<file path="config.mk">
export PLATFORM = sky130hd
export DESIGN_NAME = lsu_mem_initiator
export DESIGN_NICKNAME = d
export VERILOG_FILES = /design/src/rtl/lsu_mem_initiator.sv
export SDC_FILE = /design/constraint.sdc
export NUM_CORES = 1
export LEC_CHECK = 0
export BUFFER_PORTS_ARGS = -buffer_cell sky130_fd_sc_hd__buf_2
export CORE_MARGIN = 1
export CORE_UTILIZATION = 51
export CTS_BUF_LIST = sky130_fd_sc_hd__clkbuf_2
export CTS_CLUSTER_SIZE = 40
export DETAILED_ROUTE_END_ITERATION = 10
export GPL_TIMING_DRIVEN = 1
export PLACE_DENSITY = 0.88
export SLEW_MARGIN = 20
export SYNTH_ARGS = -nofsm -noshare
export SYNTH_HDL_FRONTEND = slang
export SYNTH_SLANG_ARGS = --single-unit
</file>
<file path="constraint.sdc">
create_clock -name clk -period 4.75 [get_ports clk]
set_input_delay 0.475 -clock clk [delete_from_list [all_inputs] [get_ports clk]]
set_output_delay 0.475 -clock clk [all_outputs]
set_load 0.1 [all_outputs]
</file>
<file path="src/rtl/lsu_mem_initiator.sv">
// MEM-stage load/store initiator: one outstanding request, alignment/range check,
// drives the 4 KB data memory port and returns extended load data.
module lsu_mem_initiator #(
    parameter logic [31:0] BASE_ADDR = 32'h0000_0000
) (
    input  logic        clk,
    input  logic        rst_n,
    input  logic        req_valid_i,
    output logic        req_ready_o,
    input  logic        req_we_i,
    input  logic [31:0] req_addr_i,
    input  logic [31:0] req_wdata_i,
    input  logic [1:0]  req_size_i,
    input  logic        req_unsigned_i,
    output logic        resp_valid_o,
    input  logic        resp_ready_i,
    output logic [31:0] resp_rdata_o,
    output logic        resp_err_o,
    output logic [11:0] mem_addr_o,
    output logic [31:0] mem_din_o,
    output logic        mem_we_o,
    output logic [1:0]  mem_mode_o,
    input  logic [31:0] mem_dout_i
);

    localparam logic [1:0] MEM_OP_BYTE = 2'b01;
    localparam logic [1:0] MEM_OP_HALF = 2'b10;

    typedef enum logic [1:0] {IDLE, ACCESS, RESP} state_t;

    typedef struct packed {
        logic        we;
        logic [31:0] addr;
        logic [31:0] wdata;
        logic [1:0]  size;
        logic        uns;
    } req_t;

    state_t      state_q;
    req_t        req_q;
    logic        req_ready_q;
    logic        resp_valid_q;
    logic [31:0] rdata_q;
    logic        err_q;

    logic        in_range;
    logic        misalign;
    logic        req_err;
    logic [31:0] load_ext;

    assign in_range = (req_addr_i[31:12] == BASE_ADDR[31:12]);

    always_comb begin
        misalign = 1'b0;
        case (req_size_i)
            MEM_OP_BYTE: misalign = 1'b0;
            MEM_OP_HALF: misalign = req_addr_i[0];
            default:     misalign = (req_addr_i[1:0] != 2'b00);
        endcase
    end

    assign req_err = misalign | ~in_range;

    // Memory already zero-extends its lane, so only signed loads need work here.
    always_comb begin
        load_ext = mem_dout_i;
        if (!req_q.uns) begin
            case (req_q.size)
                MEM_OP_BYTE: load_ext = {{24{mem_dout_i[7]}}, mem_dout_i[7:0]};
                MEM_OP_HALF: load_ext = {{16{mem_dout_i[15]}}, mem_dout_i[15:0]};
                default:     load_ext = mem_dout_i;
            endcase
        end
    end

    always_ff @(posedge clk or negedge rst_n) begin
        if (!rst_n) begin
            state_q      <= IDLE;
            req_q        <= '0;
            req_ready_q  <= 1'b1;
            resp_valid_q <= 1'b0;
            rdata_q      <= '0;
            err_q        <= 1'b0;
        end else begin
            case (state_q)
                IDLE: begin
                    if (req_valid_i) begin
                        req_q.we    <= req_we_i;
                        req_q.addr  <= req_addr_i;
                        req_q.wdata <= req_wdata_i;
                        req_q.size  <= req_size_i;
                        req_q.uns   <= req_unsigned_i;
                        rdata_q     <= '0;
                        err_q       <= req_err;
                        req_ready_q <= 1'b0;
                        if (req_err) begin
                            state_q      <= RESP;
                            resp_valid_q <= 1'b1;
                        end else begin
                            state_q <= ACCESS;
                        end
                    end
                end
                ACCESS: begin
                    rdata_q      <= req_q.we ? 32'h0 : load_ext;
                    resp_valid_q <= 1'b1;
                    state_q      <= RESP;
                end
                RESP: begin
                    if (resp_ready_i) begin
                        resp_valid_q <= 1'b0;
                        req_ready_q  <= 1'b1;
                        state_q      <= IDLE;
                    end
                end
                default: begin
                    state_q      <= IDLE;
                    req_ready_q  <= 1'b1;
                    resp_valid_q <= 1'b0;
                end
            endcase
        end
    end

    // Decoded from state so an async reset kills the write strobe at once.
    assign mem_we_o     = (state_q == ACCESS) & req_q.we;
    assign mem_addr_o   = req_q.addr[11:0];
    assign mem_din_o    = req_q.wdata;
    assign mem_mode_o   = req_q.size;
    assign req_ready_o  = req_ready_q;
    assign resp_valid_o = resp_valid_q;
    assign resp_rdata_o = rdata_q;
    assign resp_err_o   = err_q;

endmodule
</file>
==> impl_results.md <==
- Drt via density: 5.049
- Core area: 7214 sq um
- Worst VDD drop: 248.8 uV
- Crit path DAT: 2780 ps
- Primary FF master, synth: dfrtp_1
- Placer Congestion: 0.7940
- Ys Warns: 0
- Outcome: complete, but fails checks
- Post-synth EDFFs: 0
- Minimum hold slack: -9.266 ps
- Clock Pin Slew Worst Setup and Hold Paths: 240 ps
- Fin Clk Skew: 30.59 ps
- Critical Path RT: about 5100 ps
- Io pins: about 190
- Die H: slightly below 90 um
- CTS root buf: clkbuf_2
- Final-report hold violation count: 32
- CP Class: reg2reg
- Worst-path cell chain: nor3b_4, buf_4, mux2_2
- Slew HR: 0.3307
- # H-tree levels: 3
- Max stage delay on crit path: between 800 and 900 ps
- Max-Cap Viols: 0
- Register area share after synthesis: 0.5594
- Vias in the first global route: 2723
- Seq cells post-synth: 85
- Antenna Nets Post-Route: 0
- First-pass DRT Iterations: 4
- Fin nets: 559
- Post-DP HPWL: 6.287 mm
- Worst Setup End Kind: flop
- Failing checks: hold timing
- CP max-delay cell: nor3b_4
- Avg WL per Cell: 14.97 um
- Reg2reg setup slack: around 2400 ps
- DR iter-0 viols: 90
- Final period util: 0.5044
- Fmax: 417.4 MHz
- Library cells used by synthesis: 32
- Congestion Overflow GR: 0
- Period minus WS final: 2396 ps
- Post-cts resize count: 0
- Hold_buf cts: 0
- Row count: 31
- Dpl ws: 2260 ps
- Routed vias: 2807
- Pin count of the biggest net entering global routing: 86
- Syn Nets: ~420
- IO Port Bufs: roughly 190
- Hold Crit Class: in2async
- Number of buffers created by CTS: 9
- First-pass GRT wire length: 12.77 mm
- Initial antenna violation count: 0
- Setup Viol. Count Final: 0
- Layout area overhead: 19.57%
- Most frequent cells in the layout: buf_2, dfrtp_1, mux2_2, nand2_1
- Most common cell after layout, fill and taps aside: buf_2
- Avg Cell Area, Syn: 12.04 sq um
- Mapped Area: 3805 sq um
- CP delay by family, top: simple AND/OR/NAND/NOR gates
- CTS tree: yes
- DRC viols: 0
- Final TNS setup: 0 ps
- Async SR Flop Fraction: 1.000
- Setup slack after layout: 2354 ps
- Clock Latency Late Sink: roughly 500 ps
- Layout cell share with drive strength beyond 1: 0.5558
- WL final: about 8.3 mm
- Die W: between 80 and 90 um
- Cells after synthesis: 316
- Unrepaired setup endpoints after global routing: false
- Pwr Density: 506.1 nW/um^2
- Worst Setup Start Kind: flop
- CP Buf/Inv Count: 1
- Worst-margin pin slew: 1003 ps
- Die area: 7810 sq um
- Setup Fix Bufs, Post-CTS: 0
- CTS max path bufs: 2
- Crit path max fanout: 31
- Clk sinks: 85
- Leakage: roughly 0.0023 uW
- Gr usage total: 0.2170
- Slew Viols, Final: 0
- Non-filler cells, final: between 500 and 600
- Inserted Diodes: 0
- Number of placed instances, taps included: 540
- Initial Util: 0.5274
- Power consumption: about 2300 uW
## area by class of cell
class,count,area (sq um)
timing repair buffer,187,947.2
multi-input combinational,163,1211
tap,99,123.9
clock buffer,11,55.05
fill,620,2665
inverter,6,22.52
sequential,85,2128
clock inverter,5,61.31
## through the flow
step	cell area, sq um	utilization
global placement	4429	0.6139
global route	4549	0.6306
floorplan	3805	-
finish	4549	0.6306
CTS	4546	0.6301
detailed placement	4429	0.6139
## synth_stat cells (all sizes together) (2+ instances only)
cell | instances | share of area
nand2 | 29 | 0.029
nor3b | 2 | 0.0082
buf | 56 | 0.11
a21oi | 26 | 0.034
inv | 6 | 0.0059
mux2 | 46 | 0.14
ha | 3 | 0.0099
o21bai | 2 | 0.0079
o21ai | 26 | 0.034
a22o | 8 | 0.018
dfrtp | 84 | 0.55
nor2 | 5 | 0.0049
clkbuf | 6 | 0.0085
nor4 | 5 | 0.0082
## per-layer routing
| metal | up-vias | track usage | share of wire | wire [um] |
|---|---|---|---|---|
| met5 | - | 0 | 0 | 0 |
| met4 | 0 | 0.09091 | 0.023 | 191 |
| met3 | 20 | 0.03918 | 0.072 | 601 |
| met2 | 140 | 0.3762 | 0.51 | 4250 |
| met1 | 1335 | 0.2673 | 0.39 | 3280 |
| li1 | 1312 | - | - | - |
## state kept, by name, indices dropped and copies added (netlist names)
| register | flops |
|---|---|
| state_q | 2 |
| req_q | 2 |
| req_ready_o | 1 |
| mem_addr_o | 12 |
| resp_err_o | 1 |
| resp_rdata_o | 32 |
| mem_mode_o | 2 |
| mem_din_o | 32 |
| resp_valid_o | 1 |
## worst reg2reg max path, cell delays in order, from the launching register on
cell and delay, ps:
dfrtp_1 540, nor3b_4 880, buf_4 500, mux2_2 390
## power by group
part           internal [uW]  switching (uW)
clock                    126             239
combinational            203             859
sequential               821            54.8
## worst paths after layout
kind                                   from               end  cells after the start
min in group clk               resp_ready_i        state_q[1]                      2
max                              state_q[0]     mem_din_o[14]                      3
min reg2reg                resp_rdata_o[13]  resp_rdata_o[13]                      2
max reg2reg                      state_q[0]     mem_din_o[14]                      3
max in group asynchronous             rst_n     mem_din_o[21]                      1
min                                   rst_n     mem_din_o[10]                      1
## logic make-up (layout without fill, tap and decap cells)
group                    after synthesis  in the layout  synth area share
flip-flops                            85             85            0.5594
buffers and inverters                 68            209            0.1240
AO/OA/AOI/OAI                         66             66            0.1052
AND/OR/NAND/NOR                       48             48           0.06544
multiplexers                          46             46            0.1361
adder cells (fa/ha/maj)                3              3          0.009866
Note: power is estimated with default switching activity, not from simulation.
